### src/rtl/datapath_pkg.sv
// Shared encodings for the sequenced datapath:
// ALU ops, shift kinds, sequencer states and status bit positions.
package datapath_pkg;

  typedef enum logic [1:0] {
    OP_ADD = 2'b00,
    OP_SUB = 2'b01,
    OP_AND = 2'b10,
    OP_NOT = 2'b11
  } alu_op_e;

  typedef enum logic [1:0] {
    SH_NONE = 2'b00,
    SH_LSL1 = 2'b01,
    SH_LSR1 = 2'b10,
    SH_ASR1 = 2'b11
  } shift_e;

  typedef enum logic [2:0] {
    S_IDLE = 3'd0,
    S_LDA  = 3'd1,
    S_LDB  = 3'd2,
    S_EXEC = 3'd3,
    S_WB   = 3'd4
  } state_e;

  localparam int ST_Z = 0;
  localparam int ST_N = 1;
  localparam int ST_V = 2;

endpackage

### src/rtl/alu_shift_unit.sv
// Combinational shifter, operand select, ALU and flag generation.
// Shift applies only to the register B operand, never to the immediate.
module alu_shift_unit
  import datapath_pkg::*;
#(
  parameter int DATA_W = 16
) (
  input  logic [DATA_W-1:0] a,
  input  logic [DATA_W-1:0] b,
  input  logic [DATA_W-1:0] imm,
  input  alu_op_e           aluop,
  input  shift_e            shift,
  input  logic              use_imm,
  input  logic              zero_a,
  output logic [DATA_W-1:0] result,
  output logic [2:0]        flags
);

  localparam int MSB = DATA_W - 1;

  logic [DATA_W-1:0] w_sh;
  logic [DATA_W-1:0] w_ain;
  logic [DATA_W-1:0] w_bin;
  logic              w_v;

  always_comb begin
    w_sh = b;
    unique case (shift)
      SH_NONE: w_sh = b;
      SH_LSL1: w_sh = {b[MSB-1:0], 1'b0};
      SH_LSR1: w_sh = {1'b0, b[MSB:1]};
      SH_ASR1: w_sh = {b[MSB], b[MSB:1]};
      default: w_sh = b;
    endcase
  end

  assign w_ain = zero_a ? '0 : a;
  assign w_bin = use_imm ? imm : w_sh;

  always_comb begin
    result = '0;
    w_v    = 1'b0;
    unique case (aluop)
      OP_ADD: begin
        result = w_ain + w_bin;
        w_v = (w_ain[MSB] == w_bin[MSB])
            & (result[MSB] != w_ain[MSB]);
      end
      OP_SUB: begin
        result = w_ain - w_bin;
        w_v = (w_ain[MSB] != w_bin[MSB])
            & (result[MSB] != w_ain[MSB]);
      end
      OP_AND: result = w_ain & w_bin;
      OP_NOT: result = ~w_bin;
      default: result = '0;
    endcase
  end

  always_comb begin
    flags       = '0;
    flags[ST_Z] = (result == '0);
    flags[ST_N] = result[MSB];
    flags[ST_V] = w_v;
  end

endmodule

### src/rtl/seq_datapath.sv
// Register file plus a five-state sequencer that runs one ALU or
// MOVI instruction per accepted command through the A/B/C registers.
module seq_datapath
  import datapath_pkg::*;
#(
  parameter int DATA_W = 16,
  parameter int NREGS = 8,
  localparam int RN_W = $clog2(NREGS)
) (
  input  logic              clk,
  input  logic              reset_n,
  input  logic              cmd_valid,
  output logic              cmd_ready,
  input  logic              cmd_movi,
  input  logic [1:0]        cmd_aluop,
  input  logic [1:0]        cmd_shift,
  input  logic [RN_W-1:0]   cmd_rn,
  input  logic [RN_W-1:0]   cmd_rm,
  input  logic [RN_W-1:0]   cmd_rd,
  input  logic [DATA_W-1:0] cmd_imm,
  input  logic              cmd_use_imm,
  input  logic              cmd_zero_a,
  input  logic              cmd_wb,
  input  logic              cmd_setflags,
  output logic              done,
  output logic [DATA_W-1:0] datapath_out,
  output logic [2:0]        status,
  input  logic [RN_W-1:0]   dbg_rnum,
  output logic [DATA_W-1:0] dbg_rdata
);

  state_e r_state;
  state_e w_next;

  logic              r_movi;
  alu_op_e           r_op;
  shift_e            r_sh;
  logic [RN_W-1:0]   r_rn;
  logic [RN_W-1:0]   r_rm;
  logic [RN_W-1:0]   r_rd;
  logic [DATA_W-1:0] r_imm;
  logic              r_use_imm;
  logic              r_zero_a;
  logic              r_wb;
  logic              r_sf;

  logic [DATA_W-1:0] r_regs [NREGS];
  logic [DATA_W-1:0] r_a;
  logic [DATA_W-1:0] r_b;
  logic [DATA_W-1:0] r_c;
  logic [2:0]        r_status;
  logic              r_done;

  logic [DATA_W-1:0] w_res;
  logic [2:0]        w_flags;

  alu_shift_unit #(.DATA_W(DATA_W)) u_alu (
    .a       (r_a),
    .b       (r_b),
    .imm     (r_imm),
    .aluop   (r_op),
    .shift   (r_sh),
    .use_imm (r_use_imm),
    .zero_a  (r_zero_a),
    .result  (w_res),
    .flags   (w_flags)
  );

  always_comb begin
    w_next = r_state;
    unique case (r_state)
      S_IDLE:  if (cmd_valid) w_next = S_LDA;
      S_LDA:   w_next = r_movi ? S_IDLE : S_LDB;
      S_LDB:   w_next = S_EXEC;
      S_EXEC:  w_next = S_WB;
      S_WB:    w_next = S_IDLE;
      default: w_next = S_IDLE;
    endcase
  end

  always_ff @(posedge clk) begin
    if (!reset_n) begin
      r_state   <= S_IDLE;
      r_movi    <= 1'b0;
      r_op      <= OP_ADD;
      r_sh      <= SH_NONE;
      r_rn      <= '0;
      r_rm      <= '0;
      r_rd      <= '0;
      r_imm     <= '0;
      r_use_imm <= 1'b0;
      r_zero_a  <= 1'b0;
      r_wb      <= 1'b0;
      r_sf      <= 1'b0;
      r_a       <= '0;
      r_b       <= '0;
      r_c       <= '0;
      r_status  <= '0;
      r_done    <= 1'b0;
      for (int i = 0; i < NREGS; i++) r_regs[i] <= '0;
    end else begin
      r_state <= w_next;
      r_done  <= 1'b0;
      unique case (r_state)
        S_IDLE: if (cmd_valid) begin
          r_movi    <= cmd_movi;
          r_op      <= alu_op_e'(cmd_aluop);
          r_sh      <= shift_e'(cmd_shift);
          r_rn      <= cmd_rn;
          r_rm      <= cmd_rm;
          r_rd      <= cmd_rd;
          r_imm     <= cmd_imm;
          r_use_imm <= cmd_use_imm;
          r_zero_a  <= cmd_zero_a;
          r_wb      <= cmd_wb;
          r_sf      <= cmd_setflags;
        end
        S_LDA: if (r_movi) begin
          r_regs[r_rd] <= r_imm;
          r_c          <= r_imm;
          r_done       <= 1'b1;
        end else begin
          r_a <= r_regs[r_rn];
        end
        S_LDB: r_b <= r_regs[r_rm];
        S_EXEC: begin
          r_c <= w_res;
          if (r_sf) r_status <= w_flags;
        end
        S_WB: begin
          if (r_wb) r_regs[r_rd] <= r_c;
          r_done <= 1'b1;
        end
        default: ;
      endcase
    end
  end

  assign cmd_ready    = (r_state == S_IDLE);
  assign done         = r_done;
  assign datapath_out = r_c;
  assign status       = r_status;
  assign dbg_rdata    = r_regs[dbg_rnum];

endmodule
### config.mk
export PLATFORM = sky130hd
export DESIGN_NAME = seq_datapath
export DESIGN_NICKNAME = d
export VERILOG_FILES = /design/src/rtl/datapath_pkg.sv /design/src/rtl/alu_shift_unit.sv /design/src/rtl/seq_datapath.sv
export SDC_FILE = /design/constraint.sdc
export NUM_CORES = 1
export LEC_CHECK = 0
export ABC_AREA = 1
export BUFFER_PORTS_ARGS = -buffer_cell sky130_fd_sc_hd__buf_2
export CAP_MARGIN = 0
export CORE_AREA = 2 2 179 181
export DETAILED_ROUTE_END_ITERATION = 16
export DIE_AREA = 0 0 181 183
export GPL_ROUTABILITY_DRIVEN = 0
export GPL_TIMING_DRIVEN = 0
export PLACE_DENSITY_LB_ADDON = 0.1
export REMOVE_ABC_BUFFERS = 1
export SLEW_MARGIN = 20
export SYNTH_ARGS = -nofsm -noshare
export SYNTH_HDL_FRONTEND = slang
export SYNTH_SLANG_ARGS = --single-unit
### constraint.sdc
create_clock -name clk -period 6.82 [get_ports clk]
set_input_delay 0.682 -clock clk [delete_from_list [all_inputs] [get_ports clk]]
set_output_delay 0.682 -clock clk [all_outputs]
set_load 0.05 [all_outputs]
=== Word level (Yosys, flattened, before mapping) ===
Memory sizes are Yosys's and may differ from the RTL's. A register that Yosys moved wholly into a read port is not among the register bits.
Cells that the tools add are included.

* Memory bits (writable): 128
* Bits in registers: 57
* Output and inout port bits: 37
* Memories kept: 1

* Eq/ne operators: 16
* Reductions and logical operators: 12
* Muxes and demuxes: 24
* Bitwise gates (word level): 6
* $add $sub $neg: 2

{| class="wikitable"
|+ Memory list
! name !! words !! width !! rd ports !! clocked after memory_dff !! wr ports !! line !! source
|-
| r_regs || 8 || 16 || 3 || 2 || 8 || seq_datapath.sv:47 || <nowiki>logic [DATA_W-1:0] r_regs [NREGS];</nowiki>
|}

{| class="wikitable"
|+ Operators with widths
! kind !! count
|-
| $pmux 16 s4 || 2
|-
| $mux 16 || 5
|-
| $pmux 16 s2 || 1
|-
| $add 16x16->16 || 1
|-
| $and 16x16->16 || 1
|-
| $logic_not 16->1 || 1
|-
| $not 16->16 || 1
|-
| $reduce_or 16->1 || 1
|-
| $sub 16x16->16 || 1
|-
| $pmux 3 s4 || 1
|-
| $mux 1 || 10
|-
| $eq 2x2->1 const B || 4
|-
| $reduce_and 2->1 || 4
|-
| $eq 3x2->1 const B || 2
|-
| $mux 3 || 2
|-
| $eq 2x1->1 const B || 2
|-
| $logic_not 2->1 || 2
|-
| $ne 2x2->1 const B || 2
|-
| $pmux 1 s2 || 2
|-
| $eq 3x1->1 const B || 1
|-
| $eq 3x3->1 const B || 1
|-
| $logic_not 3->1 || 1
|-
| $ne 1x1->1 || 3
|-
| $and 1x1->1 || 2
|-
| 6 further kinds || 7
|}

=== Longest topological paths before layout ===
Gate-level depths: netlist of the first run.

* Word-level depth: 7
* Depth in mapped cells: 25

=== Cells and area by module ===
A second synthesis of the first run with hierarchy kept.

* Cells, all modules: 2171
* Area total of the unflattened synthesis: 14903.0 sq um

{| class="wikitable"
|+ By module, submodules not included
! module !! cells an instance !! area an instance (sq um) !! instances
|-
| seq_datapath || 1550 || 11750.0 || 1
|-
| alu_shift_unit || 621 || 3153.0 || 1
|}

=== Worst setup path after synthesis of the first run ===
OpenSTA, ideal clock, no wires.

* Path type: input-to-output
* Start: in dbg_rnum[0]
* End: out dbg_rdata[10]
* Path slack: 3.799 ns
* Buffers on the path: 2
* Cell stages on the path: 7
* Data arrival time: 2.339 ns
* Data required time: 6.138 ns
* Cell sequence: clkbuf_1 -> clkinv_1 -> clkbuf_1 -> nor2_1 -> o21ai_0 -> nor2_1 -> a31oi_1

* Longest elaborated chain between the ends: 1

{| class="wikitable"
|+ RTL lines
! item !! line !! source
|-
| start, declared || seq_datapath.sv:28 || <nowiki>input logic [RN_W-1:0] dbg_rnum,</nowiki>
|-
| $mem_v2 8x16 || -- ||
|-
| end, declared || seq_datapath.sv:29 || <nowiki>output logic [DATA_W-1:0] dbg_rdata</nowiki>
|}

No other way between the ends.

=== Worst setup path in the final report of the first run ===
* Start: reg r_use_imm
* End: reg r_status[0], in the netlist status[0]

* Longest elaborated chain between the ends: 4
* Elaborated cells on any way between the ends: 7

{| class="wikitable"
|+ RTL lines
! item !! line !! source
|-
| start, declared || seq_datapath.sv:42 || <nowiki>logic r_use_imm;</nowiki>
|-
| start signal, assigned || seq_datapath.sv:113 || <nowiki>r_use_imm <= cmd_use_imm;</nowiki>
|-
| $mux 16 * || alu_shift_unit.sv:38 || <nowiki>assign w_bin = use_imm ? imm : w_sh;</nowiki>
|-
| $sub 16x16->16, or another cell as far along || alu_shift_unit.sv:50 || <nowiki>result = w_ain - w_bin;</nowiki>
|-
| $pmux 16 s4 * || alu_shift_unit.sv:43 || <nowiki>unique case (aluop)</nowiki>
|-
| $logic_not 16->1 * || alu_shift_unit.sv:62 || <nowiki>flags[ST_Z] = (result == '0);</nowiki>
|-
| end signal, assigned || seq_datapath.sv:128 || <nowiki>if (r_sf) r_status <= w_flags;</nowiki>
|-
| end, declared || seq_datapath.sv:51 || <nowiki>logic [2:0] r_status;</nowiki>
|}

Every way passes the cells marked *; elsewhere a longest branch is shown, timed or not.
A chain may end at the register's enable or synchronous reset.

==> results of run 1 <==
-- per-layer routing --
metal  share of wire  vias up
li1                -     6616
met3           0.082       88
met5               0        -
met1            0.42     6520
met4           0.031        0
met2            0.47      593
-- worst max path at each step --
stage,cells past startpoint,end
final,20,status[0]
after global routing,20,status[0]
after floorplan,6,r_regs[0][0]
after CTS,20,status[0]
after detailed placement,7,r_regs[1][4]
after global placement,7,r_regs[1][4]
-- final cells by class --
cell class	count	area (sq um)	area share
clock buffers	36	708.2	0.04641
clock inverters	10	68.82	0.004510
inverters	231	867.1	0.05683
multi-input cells	1399	6898	0.4521
flip-flops and latches	217	5643	0.3698
well taps	402	503.0	0.03296
repair buffers	83	570.5	0.03739
-- registers in the layout, indices dropped and copies added (netlist names) --
name,count
datapath_out,16
done,1
r_rd,3
r_zero_a,1
r_b,16
r_imm,16
r_use_imm,1
r_wb,1
r_rm,3
r_a,16
r_sh,2
r_sf,1
status,3
r_movi,1
r_state,3
r_regs,128
r_rn,3
r_op,2
-- critical path: cells and delay by family (launching register included) --
family	cells	cell delay [ns]
compound gates	5	0.84
fa+ha+maj	1	0.47
buf+inv	2	0.43
flops	1	1.12
simple gates	12	1.20
-- cells in the final DEF (no fill, tap or decap), types with 14 or more instances in the layout --
cell type | Yosys | final
a31oi_1 | 17 | 17
ha_1 | 31 | 31
o211ai_1 | 85 | 85
o21ai_1 | 14 | 14
o21ai_0 | 202 | 202
dfxtp_1 | 89 | 83
nand2_1 | 367 | 366
a21oi_1 | 203 | 203
o221ai_1 | 15 | 15
nand3_1 | 169 | 169
edfxtp_1 | 128 | 128
inv_1 | 222 | 221
nor2_1 | 250 | 246
clkbuf_16 | 0 | 26
buf_2 | 23 | 74
-- per-stage QoR --
step	worst slack, ns	hold slack [ns]	total power, mW
after global routing	2.377	0.4109	3.988
after CTS	2.816	0.3943	3.799
after floorplan	3.529	0.4294	2.176
after detailed placement	2.324	0.4570	2.518
after global placement	1.061	0.4458	2.497
final	2.667	0.4089	3.809
-- report_power, final --
part           internal [mW]  leakage [nW]  switching, mW
combinational          0.277          3.57          0.700
sequential              1.45          2.05         0.0903
clock                  0.728         0.388          0.565
-- logic make-up after synthesis --
family                     share of synthesized area
and+or+nand+nor                               0.2421
xor gates and xnor gates                   0.0006325
AOI/OAI and AO/OA                             0.2195
muxes                                       0.002891
buffers and inverters                        0.09775
DFF                                           0.4062
adders and majority gates                    0.03090
==> qor.csv, run 1 <==
metric;value;unit
first-pass GRT wire length;73960;um
share of cells above drive strength 1;0.07591;
Layout fillers;3153;
Placed Instances;2332;
fin area;15260;sq um
hold path startpoint;cmd_rm[1];
I/O pins;77;
Ys Warns;0;
CTS Buf Count;25;
Reg2Reg Setup Slack;2.67;ns
CP max-delay cell;dfxtp_1;
Main synth FF type;edfxtp_1;
post-synth top area share;0.2775;
largest area contributor in the netlist;edfxtp_1;
# diodes;0;
worst-margin pin slew;1.196;ns
Yosys reg bits;217;
CP Capture Type;flip-flop;
Die Ht;183;um
status;completed;
crit start category;flip-flop;
GRT Overall Usage;0.2910;
synthesized area per cell;7.037;sq um
Most common cell on crit path;nand2_1;
final hold violation count;0;
maximum clock rate;0.2408;GHz
drt pass-1 iters;5;
Min Clock Period, post-route;4.153;ns
Hold EP;r_rm[1];
core area;31230;sq um
CTS tree;done;
initial antenna violation count;0;
maximum vdd drop;166.6;uV
area delta synth->final;10.17;%
post_cts resized;0;
synth cell count leaders;nand2_1 (367), nor2_1 (250), inv_1 (222), a21oi_1 (203), o21ai_0 (202);
hold path depth;3;
vias in the first global route;12700;
starting DRC count in detailed routing;1486;
Worst R2R Start;r_use_imm;
Finished Core Util;0.4886;
Reg2Reg Capture Point;status[0];
crit path from;r_use_imm;
final setup fails;0;
Die W;181;um
row cnt;65;
Skew-Pair Late Insertion Delay;0.55;ns
CP Max Fanout;28;
number of distinct library cells after synthesis;33;
Reg2Reg Depth;20;
Setup Fix Bufs, Post-CTS;0;
Pwr Density;249.7;nW/um^2
placed cell area;14480;sq um
Detail Route Antenna Nets;0;
leakage power;6.008;nW
GRT overflow;0;
clock-pin slew on the worst setup and hold paths;0.06;ns
RSZ-0062 raised after global routing;no;
Num Clock Sinks;217;
hold_buf cts;0;
H-tree depth;1;
routed wire length per instance;20.65;um
initial core utilization;0.4435;
met3 Usage GRT;0.03118;
period utilization;0.6090;
clock root buffer master;clkbuf_16;
max-slew violations;0;
Hold Path Class;in2reg;
most area-consuming cells after synthesis;edfxtp_1 (28%), dfxtp_1 (13%), nand2_1 (9.9%);
drt total wl;49110;um
clock skew;0.008991;ns
most common cell in the netlist;nand2_1;
Mapped Area;13850;sq um
HPWL after DPL;32540;um
Vias;13820;
vias per cell;5.810;
Max-Cap Viols;0;
CTS max path bufs;3;
maximum number of pins on one net before global-route repair;79;
Rel. slew slack;0.2016;
nets@finish;2030;
met1 GRT Util;0.3910;
Final Non-Filler Cells;2378;
Worst Path Required;7.29;ns
global routing's busiest layer;met2;
DIE AREA;33120;sq um
worst path cell trace;inv_1, o21ai_0, a21oi_1, o21ai_0, nand2_1, ha_1, inv_1, nand2_1, nand2_1, a21oi_1, nor2_1, nor2_1, nand2_1, nand2_1, nand3_1, a21oi_1, nand2_1, nor2_1, nor2_1, nor2_1;
grt met2 use;0.4923;
DRC;0;
Async S/R FF share, synth;0;
sequential fraction of the synthesis area;0.4062;
number of synthesized flops with an enable pin;128;
Syn Inst Count;1968;
Setup CP Type;reg2reg;
slowest stage delay, CP;1.12;ns
I/O Buffers;76;
worst path arrival time;4.62;ns
post-route setup TNS;0;ns
Note: power is estimated with default switching activity, not from simulation.
==> inputs of run 2 (changes only) <==
--- a/config.mk
+++ b/config.mk
@@ -5,12 +5,12 @@
 export SDC_FILE = /design/constraint.sdc
 export NUM_CORES = 1
 export LEC_CHECK = 0
-export ABC_AREA = 1
+export ABC_AREA = 0
 export BUFFER_PORTS_ARGS = -buffer_cell sky130_fd_sc_hd__buf_2
 export CAP_MARGIN = 0
-export CORE_AREA = 2 2 179 181
+export CORE_AREA = 2 2 176 178
 export DETAILED_ROUTE_END_ITERATION = 16
-export DIE_AREA = 0 0 181 183
+export DIE_AREA = 0 0 178 180
 export GPL_ROUTABILITY_DRIVEN = 0
 export GPL_TIMING_DRIVEN = 0
 export PLACE_DENSITY_LB_ADDON = 0.1
==> constraint.sdc (replaced) <==
create_clock -name clk -period 3.7 [get_ports clk]
set_input_delay 0.37 -clock clk [delete_from_list [all_inputs] [get_ports clk]]
set_output_delay 0.37 -clock clk [all_outputs]
set_load 0.05 [all_outputs]
==> run 2 against run 1 <==
Net effect:
- the run now ends with setup timing left
- register-to-register slack lost 2.6 ns
- sequential power grew 84%
- sequential cell count unchanged
==> qor.csv, run 2 <==
metric;value;unit;change
most common cell in the netlist;nor2_1;;
failing checks;setup timing;;
most frequent cells in the layout;nor2_1 (197), edfxtp_1 (128), nand2_1 (102);;
most area-consuming cells after synthesis;edfxtp_1 (29%), mux4_2 (17%), dfxtp_1 (13%);;
most common cell after layout, fill and taps aside;nor2_1;;
# diodes;0;;unchanged
maximum clock rate;0.2678;GHz;
Vias;10160;;-26%
I/O Buffers;76;;unchanged
H-tree depth;1;;unchanged
initial antenna violation count;0;;unchanged
met1 GRT Util;0.3262;;-0.06478
Placed Instances;1627;;-30%
global routing's busiest layer;met2;;
Die Ht;180;um;-1.6%
vias per cell;5.968;;+2.7%
Main synth FF type;edfxtp_1;;
final hold violation count;0;;unchanged
initial core utilization;0.4416;;-0.001866
status;finished, violations left;;
Max-Cap Viols;0;;unchanged
met3 Usage GRT;0.02834;;-0.002834
maximum number of pins on one net before global-route repair;40;;-49%
starting DRC count in detailed routing;961;;-35%
Die W;178;um;-1.7%
period utilization;1.009;;
Final Non-Filler Cells;1702;;-28%
hold_buf cts;0;;unchanged
Min Hold Slack;0.07770;ns;-0.3312 ns
vias in the first global route;10070;;-21%
sequential fraction of the synthesis area;0.4220;;+0.01578
CTS tree;done;;
CTS max path bufs;3;;unchanged
crit start category;input pin;;
Ys Warns;0;;unchanged
CP Capture Type;flip-flop;;
synthesized area per cell;10.74;sq um;+53%
worst path arrival time;3.88;ns;-0.74 ns
first-pass GRT wire length;58970;um;-20%
grt met2 use;0.4211;;-0.07122
maximum vdd drop;333.5;uV;+100%
share of cells above drive strength 1;0.2810;;+0.2051
Layout fillers;2803;;-11%
routed wire length per instance;22.79;um;+10%
max-slew violations;0;;unchanged
Reg2Reg Setup Slack;0.06;ns;-2.61 ns
largest area contributor in the netlist;edfxtp_1;;
worst-margin pin slew;1.112;ns;-0.08436 ns
HPWL after DPL;25880;um;-20%
Finished Core Util;0.5141;;+0.02551
Rel. slew slack;0.2377;;+0.03613
DIE AREA;32040;sq um;-3.3%
Async S/R FF share, synth;0;;unchanged
CP Max Fanout;39;;+39%
clock root buffer master;clkbuf_16;;
leakage power;5.654;nW;-5.9%
CTS Buf Count;24;;-4.0%
synth cell count leaders;nor2_1 (200), edfxtp_1 (128), nand2_1 (111), mux4_2 (98), dfxtp_1 (89);;
post-route setup TNS;-0.4626;ns;-0.4626 ns
clock-pin slew on the worst setup and hold paths;0.06;ns;about the same
Yosys reg bits;217;;unchanged
max reg flops;128;;unchanged
Skew-Pair Late Insertion Delay;0.52;ns;-0.03 ns
drt pass-1 iters;6;;+1
Setup CP Type;in2reg;;
row cnt;64;;-1.5%
Detail Route Antenna Nets;0;;unchanged
Syn Inst Count;1241;;-37%
GRT overflow;0;;unchanged
core area;30190;sq um;-3.3%
RSZ-0062 raised after global routing;yes;;
Min Clock Period, post-route;3.734;ns;
number of synthesized flops with an enable pin;128;;unchanged
drt total wl;38790;um;-21%
Worst Path Required;3.85;ns;-3.44 ns
area delta synth->final;16.41;%;
I/O pins;77;;unchanged
number of distinct library cells after synthesis;72;;+120%
Pwr Density;456.0;nW/um^2;+83%
final setup fails;31;;+31
clock skew;0.01641;ns;+0.007415 ns
GRT Overall Usage;0.2420;;-0.04899
final worst slack;-0.03423;ns;-2.701 ns
DRC;0;;unchanged
Hold Path Class;in2reg;;
largest register by flop count;r_regs;;
Mapped Area;13330;sq um;-3.7%
post-synth top area share;0.2883;;+0.01078
Pwr Total;7.077;mW;+86%
nets@finish;1361;;-33%
Num Clock Sinks;217;;unchanged
==> run 2: cell types whose count changed after synthesis, sizes merged, moves of 30 or more <==
cell	previous run	this run
mux2i	4	75
a21oi	203	61
inv	225	41
o21ai	217	33
nand2	376	111
a211oi	0	48
nor2	255	200
mux4	0	98
o211ai	85	6
nor2b	0	30
nand3	169	8
==> run 2: logic make-up after synthesis <==
| family | after synthesis | share of synthesized area |
|---|---|---|
| and+or+nand+nor | 418 | 0.1387 |
| AOI/OAI and AO/OA | 227 | 0.1161 |
| DFF | 217 | 0.4220 |
| muxes | 196 | 0.2413 |
| buffers and inverters | 137 | 0.04129 |
| adders and majority gates | 33 | 0.03210 |
| xor gates and xnor gates | 13 | 0.008541 |
==> run 2: path summary, 6_finish.rpt <==
kind,cells past startpoint,endpoint,start
max,7,r_regs[1][7],reset_n
min,3,r_rn[2],cmd_rn[2]
max reg2reg,5,r_regs[1][7],r_state[1]
min reg2reg,2,r_sf,r_sf
==> run 2: critical path, cell delays in order <==
cell	delay, ns
buf_2	0.38
inv_4	0.27
nor2_1	0.26
nand3_2	0.56
a21oi_1	0.59
nand2_1	0.68
nand2_2	0.74
==> run 2: repair_timing <==
item | in CTS | in global routing
gates cloned | 0 | 0
setup buffers | 7 | 24
pin swaps | 5 | 26
setup endpoints to repair | 135 | 119
resized for setup | 58 | 41
==> run 2: area by class of cell <==
class / instances / area (sq um) / area share
Timing Repair Buffer: 116 / 804.5 / 0.05184
Inverter: 42 / 162.7 / 0.01048
Sequential cell: 217 / 5652 / 0.3642
Clock buffer: 38 / 716.9 / 0.04619
Clock inverter: 6 / 55.05 / 0.003547
Tap cell: 396 / 495.5 / 0.03193
Multi-Input combinational cell: 887 / 7634 / 0.4919
==> run 2: metrics by stage <==
step	instance area (sq um)	worst slack [ns]
finish	15520	-0.03423
CTS	15120	-0.1550
global placement	13810	-2.515
floorplan	12940	-0.005165
global route	15520	-0.2691
detailed placement	14010	-0.9474
==> run 2: power by group <==
part / internal, mW / switching, mW / total [mW]
combinational: 0.829 / 1.06 / 1.88
clock: 1.39 / 0.963 / 2.36
sequential: 2.67 / 0.164 / 2.84
==> run 2: layer usage <==
layer	up-vias	part of all wire
met3	52	0.054
li1	4731	-
met5	-	0
met1	5085	0.42
met4	0	0.018
met2	290	0.50
==> inputs of run 3 (changes only) <==
--- a/config.mk
+++ b/config.mk
@@ -5,12 +5,12 @@
 export SDC_FILE = /design/constraint.sdc
 export NUM_CORES = 1
 export LEC_CHECK = 0
-export ABC_AREA = 0
+export ABC_AREA = 1
 export BUFFER_PORTS_ARGS = -buffer_cell sky130_fd_sc_hd__buf_2
 export CAP_MARGIN = 0
-export CORE_AREA = 2 2 176 178
+export CORE_AREA = 2 2 179 181
 export DETAILED_ROUTE_END_ITERATION = 16
-export DIE_AREA = 0 0 178 180
+export DIE_AREA = 0 0 181 183
 export GPL_ROUTABILITY_DRIVEN = 0
 export GPL_TIMING_DRIVEN = 0
 export PLACE_DENSITY_LB_ADDON = 0.1
==> run 3 against run 2 <==
Net effect:
- the run now ends clean
- clock power about the same
- final cell count is 40% higher
- register-to-register slack improved by 0.10 ns
- first-iteration DRC count rose by 60%
- count of clock-buffer cells in the layout fell by 2
- global-route usage increased by 4.9 points
- utilization is 2.5 points lower
- combinational power fell by 4%
- wire length rose by 27%
- final area fell by 1.6%
- power is 0.68% lower
- setup slack gained 0.052 ns
- critical path type unchanged
- critical endpoint is now r_regs[4][8]
==> qor.csv, run 3 (synthesis gave the netlist of run 1 again) <==
metric;value;unit;change
CP Depth;7;;unchanged
Comb pwr share;0.256;;-0.010
area delta synth->final;10.26;%;
period utilization;0.9951;;-0.01415
Worst R2R Start;r_sh[1];;
starting DRC count in detailed routing;1542;;+60%
Pwr Total;7.028;mW;-0.68%
final setup fails;0;;-100%
clock skew;0.009951;ns;-0.006455 ns
Placed Instances;2332;;+43%
clock root buffer master;clkbuf_16;;
Die Ht;183;um;+1.7%
Reg2Reg Setup Slack;0.16;ns;+0.10 ns
post-route setup TNS;0;ns;+0.4626 ns
RSZ-0062 raised after global routing;yes;;
Pwr Density;460.2;nW/um^2;+0.93%
maximum clock rate;0.2716;GHz;+1.4%
most frequent cells in the layout;nand2_1 (365), nor2_1 (246), inv_1 (221);;
initial antenna violation count;0;;unchanged
nets@finish;2030;;+49%
hold path startpoint;cmd_rm[1];;
worst path arrival time;3.84;ns;-0.04 ns
vias per cell;5.794;;-2.9%
hold_buf cts;0;;unchanged
CP Max Fanout;45;;+15%
Num Clock Sinks;217;;unchanged
drt total wl;49090;um;+27%
maximum number of pins on one net before global-route repair;79;;+98%
maximum vdd drop;304.4;uV;-8.7%
H-tree depth;1;;unchanged
NetSw;2.504;mW;+15%
Setup CP Type;in2reg;;
placed cell area;14480;sq um;+3.4%
Int Power;4.524;mW;-7.6%
Hold Path Class;in2reg;;
clock power share;0.340;;+0.007
HPWL after DPL;32540;um;+26%
Rel. slew slack;0.2095;;-0.02818
CP max-delay cell;nand2_1;;
clock-pin slew on the worst setup and hold paths;0.06;ns;about the same
crit start category;input pin;;
Max-Cap Viols;0;;unchanged
Vias;13780;;+36%
Skew-Pair Late Insertion Delay;0.55;ns;+0.03 ns
I/O Buffers;76;;unchanged
Reg2Reg Depth;23;;+18
fin area;15270;sq um;-1.6%
Hold EP;r_rm[1];;
share of cells above drive strength 1;0.07743;;-0.2036
CTS Buf Count;25;;+4.2%
max-slew violations;0;;unchanged
Worst Path Required;3.86;ns;about the same
largest register by flop count;r_regs;;
Min Clock Period, post-route;3.682;ns;-0.05236 ns
CTS max path bufs;3;;unchanged
GRT overflow;0;;unchanged
CP Capture Type;flip-flop;;
Finished Core Util;0.4890;;-0.02511
I/O pins;77;;unchanged
DRC;0;;unchanged
status;completed;;
GRT Overall Usage;0.2910;;+0.04899
max reg flops;128;;unchanged
worst-margin pin slew;1.183;ns;+0.07121 ns
DIE AREA;33120;sq um;+3.4%
routed wire length per instance;20.64;um;-9.4%
worst path cell trace;buf_2, inv_2, nor2_4, nor2_1, nor2_2, nand2_2, nand2_1;;
initial core utilization;0.4435;;+0.001866
Die W;181;um;+1.7%
delay-heaviest family, CP;simple AND/OR/NAND/NOR gates;;
# diodes;0;;unchanged
drt pass-1 iters;5;;-1
Detail Route Antenna Nets;0;;unchanged
row cnt;65;;+1.6%
slowest stage delay, CP;1.04;ns;+0.30 ns
final hold violation count;0;;unchanged
first-pass GRT wire length;73960;um;+25%
CTS tree;done;;
Critical path buffers and inverters;2;;unchanged
Net Sw Frac;0.3563;;+0.04798
most common cell after layout, fill and taps aside;nand2_1;;
Final Non-Filler Cells;2378;;+40%
Seq pwr share;0.404;;+0.003
core area;31230;sq um;+3.4%
leakage power;6.010;nW;+6.3%
Reg2Reg Capture Point;status[0];;
vias in the first global route;12700;;+26%
hold path depth;3;;unchanged
run 3: worst reg2reg max path, cell delays in order, from the launching register on:
cell and delay (ns):
dfxtp_2 0.43, nor2_4 0.31, nand2_1 0.09, nand2_1 0.10, o21ai_1 0.09, inv_1 0.10
ha_1 0.22, inv_1 0.10, fa_1 0.46, inv_1 0.15, nand3_1 0.08, nand2_1 0.13
nand2_1 0.10, nand2_1 0.10, nand2_1 0.06, nand3_1 0.07, nand3_1 0.16, nor2_1 0.12
nand2_1 0.13, nor2_1 0.14, nand3_1 0.08, nor2_1 0.13, nor2_1 0.05, nor2_1 0.08
run 3: power groups by stage:
stage / clock, mW / combinational [mW] / sequential, mW
finish: 2.39 / 1.80 / 2.84
global route: 2.50 / 2.00 / 2.85
CTS: 2.40 / 1.77 / 2.83
detailed placement: 0 / 1.76 / 2.88
global placement: 0 / 1.66 / 2.94
floorplan: 0 / 1.14 / 2.87
run 3: stage by stage:
stage | worst slack, ns | hold WS [ns]
floorplan | 0.5916 | 0.4294
global placement | -1.812 | 0.4458
detailed placement | -0.4836 | 0.4570
CTS | 0.07486 | 0.08227
global route | -0.1101 | 0.09889
finish | 0.01813 | 0.09842
run 3: timing repair:
action,4_1_cts,5_1_grt
gates resized for setup,3,3
gates cloned,0,0
buffers inserted,0,0
endpoints found under the setup margin,5,112
run 3: worst max path at each step:
| stage | startpoint | to | slack (ns) |
|---|---|---|---|
| 4_1_cts | reset_n | r_regs[1][14] | 0.07 |
| 6_report | reset_n | r_regs[4][8] | 0.02 |
| 3_3_place_gp | r_rm[0] | r_b[7] | -1.81 |
| 3_5_place_dp | reset_n | r_regs[1][4] | -0.48 |
| 5_1_grt | reset_n | r_regs[4][8] | -0.11 |
| 2_1_floorplan | r_rn[0] | r_a[0] | 0.59 |
run 3: area by class of cell:
type / count / area (sq um)
Fill cell: 3153 / 15960
Clock buffer: 36 / 708.2
Multi-Input combinational cell: 1399 / 6905
Timing Repair Buffer: 83 / 570.5
Inverter: 231 / 867.1
Tap cell: 402 / 503.0
Clock inverter: 10 / 68.82
Sequential cell: 217 / 5648
run 3: layer usage:
metal | wire (um) | GRT usage | up-vias
met5 | 0 | 0 | -
li1 | - | - | 6613
met3 | 3673 | 0.03118 | 102
met1 | 20940 | 0.3910 | 6501
met2 | 22900 | 0.4923 | 561
met4 | 1579 | 0.09756 | 0
